<file path="src/rtl/int_ctrl.sv">
// int_ctrl: 8-line priority interrupt controller (bit 7 highest) with in-service tracking.
// Define INTC_NESTING_EN to let higher-priority requests preempt an active service.
module int_ctrl (
   input  logic       clk,
   input  logic       reset,
   input  logic [7:0] irq,
   input  logic       mask_we,
   input  logic [7:0] mask_d,
   input  logic [7:0] calli,
   input  logic [7:0] reti,
   output logic [7:0] data_s,
   output logic [7:0] int_a,
   output logic [3:0] depth,
   output logic       err
);
   localparam int unsigned N  = 8;
   localparam int unsigned DW = 4;

   typedef enum logic [1:0] {
      S_IDLE   = 2'd0,
      S_ACTIVE = 2'd1,
      S_LOCK   = 2'd2
   } state_t;

   state_t         r_state;
   state_t         w_state_nxt;

   logic [N-1:0]   r_sync1;
   logic [N-1:0]   r_sync2;
   logic [N-1:0]   r_dly;
   logic [N-1:0]   r_pend;
   logic [N-1:0]   r_mask;
   logic [N-1:0]   r_int_a;
   logic [N-1:0]   r_data_s;
   logic [DW-1:0]  r_depth;
   logic           r_err;

   logic [N-1:0]   w_rise;
   logic [N-1:0]   w_acc;
   logic [N-1:0]   w_ret;
   logic [N-1:0]   w_int_ret;
   logic [N-1:0]   w_pend_nxt;
   logic [N-1:0]   w_mask_nxt;
   logic [N-1:0]   w_int_a_nxt;
   logic [N-1:0]   w_data_s_nxt;
   logic [DW-1:0]  w_depth_nxt;
   logic           w_err_nxt;
   logic           w_call_ok;
   logic           w_ret_ok;

   // One-hot vector of the highest set bit (zero in, zero out).
   function automatic logic [N-1:0] msb_of(input logic [N-1:0] v);
      logic [N-1:0] m;
      m = '0;
      for (int i = 0; i < N; i++) begin
         if (v[i]) begin
            m    = '0;
            m[i] = 1'b1;
         end
      end
      return m;
   endfunction

   function automatic logic is_onehot(input logic [N-1:0] v);
      return (v != '0) && ((v & (v - N'(1))) == '0);
   endfunction

   assign data_s = r_data_s;
   assign int_a  = r_int_a;
   assign depth  = r_depth;
   assign err    = r_err;

   // Next-state and datapath: returns are resolved before accepts are judged.
   always_comb begin
      w_state_nxt  = r_state;
      w_acc        = '0;
      w_ret        = '0;
      w_err_nxt    = r_err;
      w_rise       = r_sync2 & ~r_dly;
      w_mask_nxt   = mask_we ? mask_d : r_mask;

      w_ret_ok = is_onehot(reti) && (reti == msb_of(r_int_a));
      if (w_ret_ok) begin
         w_ret = reti;
      end else if (reti != '0) begin
         w_err_nxt = 1'b1;
      end
      w_int_ret = r_int_a & ~w_ret;

      w_call_ok = (r_state != S_LOCK) && is_onehot(calli) &&
                  (calli == msb_of(r_data_s)) && (calli > msb_of(w_int_ret));
`ifndef INTC_NESTING_EN
      w_call_ok = w_call_ok && (r_int_a == '0);
`endif
      if (w_call_ok) begin
         w_acc = calli;
      end else if ((r_state != S_LOCK) && (calli != '0)) begin
         w_err_nxt = 1'b1;
      end

      // A fresh edge on a line being accepted keeps it pending.
      w_pend_nxt  = (r_pend & ~w_acc) | w_rise;
      w_int_a_nxt = w_int_ret | w_acc;
      w_depth_nxt = r_depth + DW'(w_call_ok) - DW'(w_ret_ok);

      case (r_state)
         S_LOCK:  w_state_nxt = S_ACTIVE;
         default: w_state_nxt = (w_int_a_nxt == '0) ? S_IDLE : S_ACTIVE;
      endcase
      if (w_call_ok) begin
         w_state_nxt = S_LOCK;
      end

      w_data_s_nxt = w_pend_nxt & w_mask_nxt;
      if (w_state_nxt == S_LOCK) begin
         w_data_s_nxt = '0;
      end
`ifndef INTC_NESTING_EN
      if (w_int_a_nxt != '0) begin
         w_data_s_nxt = '0;
      end
`endif
   end

   always_ff @(posedge clk or negedge reset) begin
      if (!reset) begin
         r_state <= S_IDLE;
      end else begin
         r_state <= w_state_nxt;
      end
   end

   always_ff @(posedge clk or negedge reset) begin
      if (!reset) begin
         r_sync1  <= '0;
         r_sync2  <= '0;
         r_dly    <= '0;
         r_pend   <= '0;
         r_mask   <= '0;
         r_int_a  <= '0;
         r_data_s <= '0;
         r_depth  <= '0;
         r_err    <= 1'b0;
      end else begin
         r_sync1  <= irq;
         r_sync2  <= r_sync1;
         r_dly    <= r_sync2;
         r_pend   <= w_pend_nxt;
         r_mask   <= w_mask_nxt;
         r_int_a  <= w_int_a_nxt;
         r_data_s <= w_data_s_nxt;
         r_depth  <= w_depth_nxt;
         r_err    <= w_err_nxt;
      end
   end

endmodule

</file>
<file path="config.mk">
export PLATFORM = sky130hd
export DESIGN_NAME = int_ctrl
export DESIGN_NICKNAME = d
export VERILOG_FILES = /design/src/rtl/int_ctrl.sv
export SDC_FILE = /design/constraint.sdc
export NUM_CORES = 1
export LEC_CHECK = 0
export CELL_PAD_IN_SITES_DETAIL_PLACEMENT = 1
export CELL_PAD_IN_SITES_GLOBAL_PLACEMENT = 2
export CORE_MARGIN = 3
export CORE_UTILIZATION = 37
export DETAILED_ROUTE_END_ITERATION = 8
export PLACE_DENSITY_LB_ADDON = 0.05
export RECOVER_POWER = 25
export SETUP_SLACK_MARGIN = 0.15
export SYNTH_ARGS = -nofsm -noshare
export SYNTH_HDL_FRONTEND = slang
export SYNTH_SLANG_ARGS = --single-unit
</file>
<file path="constraint.sdc">
create_clock -name clk -period 12.4 [get_ports clk]
set_input_delay 2.48 -clock clk [delete_from_list [all_inputs] [get_ports clk]]
set_output_delay 2.48 -clock clk [all_outputs]
set_load 0.01 [all_outputs]
</file>
==> impl_metrics.env <==
export IMPL_drtIter0Drc=93
export IMPL_n_antenna_cell=0
export IMPL_status="complete, but fails checks"
export IMPL_worstPathMaxFanout=13
export IMPL_clock_path_buffers=2
export IMPL_wl_per_cell_um=18.1
export IMPL_finalClockSkew_ns=0.0168
export IMPL_place_area_um2=3910
export IMPL_rsz0062_at_grt="no"
export IMPL_clkTransAtPathRegs_ns=0.08
export IMPL_fin_setup_tns_ns=0
export IMPL_hold_ws_ns=0.353
export IMPL_area_delta_synth_final_pct=26.2
export IMPL_yosysWarnings=0
export IMPL_routed_via_density=5.57
export IMPL_grt_usage_pct=18.0
export IMPL_io_pins=56
export IMPL_grt_max_degree=64
export IMPL_cp_slowest_cell="or4_4"
export IMPL_finalMaxSlewViolations=64
export IMPL_design_core_area_um2=8380
export IMPL_powerDensity_nw_per_um2=118
export IMPL_tightest_slew_ns=3.40
export IMPL_io_buffers=55
export IMPL_cts_resized=0
export IMPL_leakagePower_uw=0.00161
export IMPL_synth_edf_count=0
export IMPL_netSwitchingFraction_pct=26.7
export IMPL_place_congestion=0.827
export IMPL_htreeDepth=3
export IMPL_clk_root_buffer_cell="clkbuf_8"
export IMPL_ys_flop_type="dfrtp_1"
export IMPL_comb_power_share_pct=15.0
export IMPL_syn_area_um2=3260
export IMPL_crit_chain="clkdlybuf4s50_1 -> or4_4 -> or4_4 -> nand4_4 -> inv_4 -> o41ai_4 -> nand4_1 -> or3b_1 -> ha_1 -> nand4_1 -> o211ai_1 -> nor4b_1 -> nor4b_1 -> inv_1 -> ha_1 -> inv_1 -> ha_1 -> inv_1 -> fa_1 -> xnor2_1"
export IMPL_fp_row_count=33
export IMPL_end_kind="flip-flop"
export IMPL_dieArea_um2=9980
export IMPL_wl_um=8430
export IMPL_hp_class="flip-flop to flip-flop"
export IMPL_ant_nets=0
export IMPL_vias=2592
export IMPL_synth_seq_cells=63
export IMPL_finalHoldViolations=0
export IMPL_slew_headroom_pct=-126
export IMPL_synth_nets=343
export IMPL_antenna_found_initial=0
export IMPL_crit_cells=20
export IMPL_cp_data_arrival_time_ns=8.19
export IMPL_seq_power_share_pct=46.7
export IMPL_drv_cap=1
export IMPL_ys_seq_area_share_pct=48.3
export IMPL_route_detailed_drc=0
export IMPL_dp_hpwl_um=6350
export IMPL_crit_required_ns=12.64
export IMPL_holdPathStages=0
export IMPL_clkPwrFrac_pct=38.3
export IMPL_cpLargestDelayFamily="simple AND/OR/NAND/NOR gates"
export IMPL_async_reset_ff_share_pct=100
export IMPL_grt_overflow=0
export IMPL_fmax_mhz=126
export IMPL_clock_sinks=63
export IMPL_fin_nets=403
export IMPL_finalCritPeriodShare_pct=64.1
export IMPL_dr_pass1_iters=4
export IMPL_cts_setup_buffers=0
export IMPL_cts_buffers=9
export IMPL_first_global_vias=2760
export IMPL_drive_gt1_share_pct=13.1
export IMPL_max_stage_delay_ns=0.58
export IMPL_startpoint_type="input pin"
export IMPL_final_util_pct=49.1
export IMPL_die_x_um=99.9
export IMPL_fin_crit_ns=7.95
export IMPL_final_area_um2=4120
export IMPL_start_util_pct=38.9
export IMPL_r2r_cells=18
export IMPL_ctsHoldBuffers=0
export IMPL_cts_tree="built"
export IMPL_netlist_cell_type_count=61
export IMPL_finalSetupViolations=0
export IMPL_clock_latency_ns=0.35
export IMPL_crit_type="input pin to flip-flop"
export IMPL_violations="capacitance limit, slew limit"
export IMPL_die_y_um=99.9
export IMPL_power_net_switching_uw=129
export IMPL_vdd_drop_max_mv=0.0973
export IMPL_netlist_instances=295
export IMPL_critical_path_buf_inv_count=5
export IMPL_grt_pass1_wl_um=13800
export IMPL_p_int_uw=355
export IMPL_avgSynthCellArea_um2=11.1
[placed cells by master, fill, tap and decap left out, types with 7 or more instances in the layout]
cell             count
nand2_1             18
a21o_1               7
ha_1                12
a21oi_1              9
nor2b_1             12
clkdlybuf4s50_1     46
inv_1               12
dlygate4sd3_1        8
mux2_2               9
dfrtp_1             63
nor4_1               7
nand3_1             10
nor3_1              14
nor2_1              17
clkbuf_8            10
[cell type report]
type                            instances  area [µm²]
Clock buffer                           10         138
Timing Repair Buffer                   56         549
Tap cell                              105         131
Fill cell                             897        4270
Inverter                               13        51.3
Multi-Input combinational cell        212        1600
Clock inverter                          6        70.1
Sequential cell                        63        1580
[cell families (layout without fill, tap and decap cells)]
family          count (synthesis)  after routing  share of synthesized area (%)
mux                             9              9                           3.11
flops                          63             63                           48.3
compound gates                 61             61                           15.2
fa+ha+maj                      13             13                           5.22
xor+xnor                        4              4                           1.07
buf+inv                        20             85                           2.72
simple gates                  125            125                           24.4
[stage by stage]
step           worst slack [ns]  power, µW  cells
2_1_floorplan              5.54        264    295
3_3_place_gp               4.16        302    449
3_5_place_dp               4.05        304    449
4_1_cts                    4.39        492    465
5_1_grt                    3.89        509    465
6_report                   4.45        484    465
[synthesized netlist by cell type, types with 2 or more instances]
cell | n | share of area [%]
nor4_1 | 7 | 1.3
or4_1 | 5 | 1.2
dfrtp_1 | 63 | 48
nand3b_1 | 4 | 0.92
a21o_1 | 7 | 1.6
ha_1 | 12 | 4.6
o41ai_4 | 2 | 1.7
nand3_1 | 10 | 1.5
o21ai_2 | 2 | 0.54
or4bb_1 | 2 | 0.69
and2_1 | 2 | 0.38
nand2_1 | 18 | 2.1
a31oi_1 | 5 | 0.96
xnor2_1 | 3 | 0.81
a211oi_1 | 4 | 0.92
buf_2 | 3 | 0.46
o21ai_0 | 4 | 0.61
mux2_2 | 9 | 3.1
nor2b_1 | 12 | 2.3
nor2_1 | 17 | 2.0
or4_4 | 2 | 0.69
nor3_1 | 14 | 2.1
o211ai_1 | 5 | 1.2
or2_2 | 3 | 0.58
nand4_1 | 5 | 0.96
inv_1 | 12 | 1.4
clkbuf_1 | 3 | 0.35
a21boi_0 | 2 | 0.46
o22a_1 | 2 | 0.54
a21oi_1 | 9 | 1.4
o2111ai_1 | 2 | 0.54
nor4b_1 | 4 | 1.1
nor4b_2 | 4 | 1.8
nand4b_1 | 3 | 0.81
o31ai_1 | 6 | 1.4
nand2b_1 | 2 | 0.38
or3_1 | 2 | 0.38
[state kept, by name, indices dropped and copies added, names as in the netlist]
signal and count:
r_sync2 8, r_dly 8, r_sync1 8, r_state 2
depth 4, err 1, int_a 8, r_mask 8
r_pend 8, data_s 8
[path summary, 6_finish.rpt]
| kind | startpoint | endpoint | slack [ns] |
|---|---|---|---|
| setup reg to reg | int_a[7] | depth[2] | 6.52 |
| setup / recovery | reti[0] | depth[2] | 4.45 |
| hold / removal | r_sync1[3] | r_sync2[3] | 0.35 |
| hold reg to reg | r_sync1[3] | r_sync2[3] | 0.35 |
| max in group asynchronous | reset | r_state[0] | 7.10 |
| min in group asynchronous | reset | depth[1] | 3.37 |
[worst register-to-register path: stages (launching register included)]
cell	delay (ns)
dfrtp_1	0.53
nor4_4	0.45
a21boi_0	0.35
a31oi_1	0.27
o31ai_1	0.55
nand4_1	0.59
or3b_1	0.56
ha_1	0.30
nand4_1	0.09
o211ai_1	0.08
nor4b_1	0.47
nor4b_1	0.41
inv_1	0.09
ha_1	0.28
inv_1	0.06
ha_1	0.15
inv_1	0.05
fa_1	0.37
xnor2_1	0.13
[routing by layer]
layer | GRT usage [%] | vias up | routed length (µm)
met5 | 0 | - | 0
met4 | 5.57 | 0 | 126
met3 | 3.89 | 9 | 367
met2 | 31.1 | 57 | 4250
met1 | 22.4 | 1283 | 3690
li1 | - | 1243 | -
[power groups by stage]
stage          combinational, µW  clock (µW)  sequential (µW)
4_1_cts                     74.6         191              226
3_3_place_gp                72.6           0              230
3_5_place_dp                73.9           0              230
2_1_floorplan               33.2           0              231
6_report                    72.4         185              226
5_1_grt                     79.4         202              228
Power figures use the tool's default switching activity.
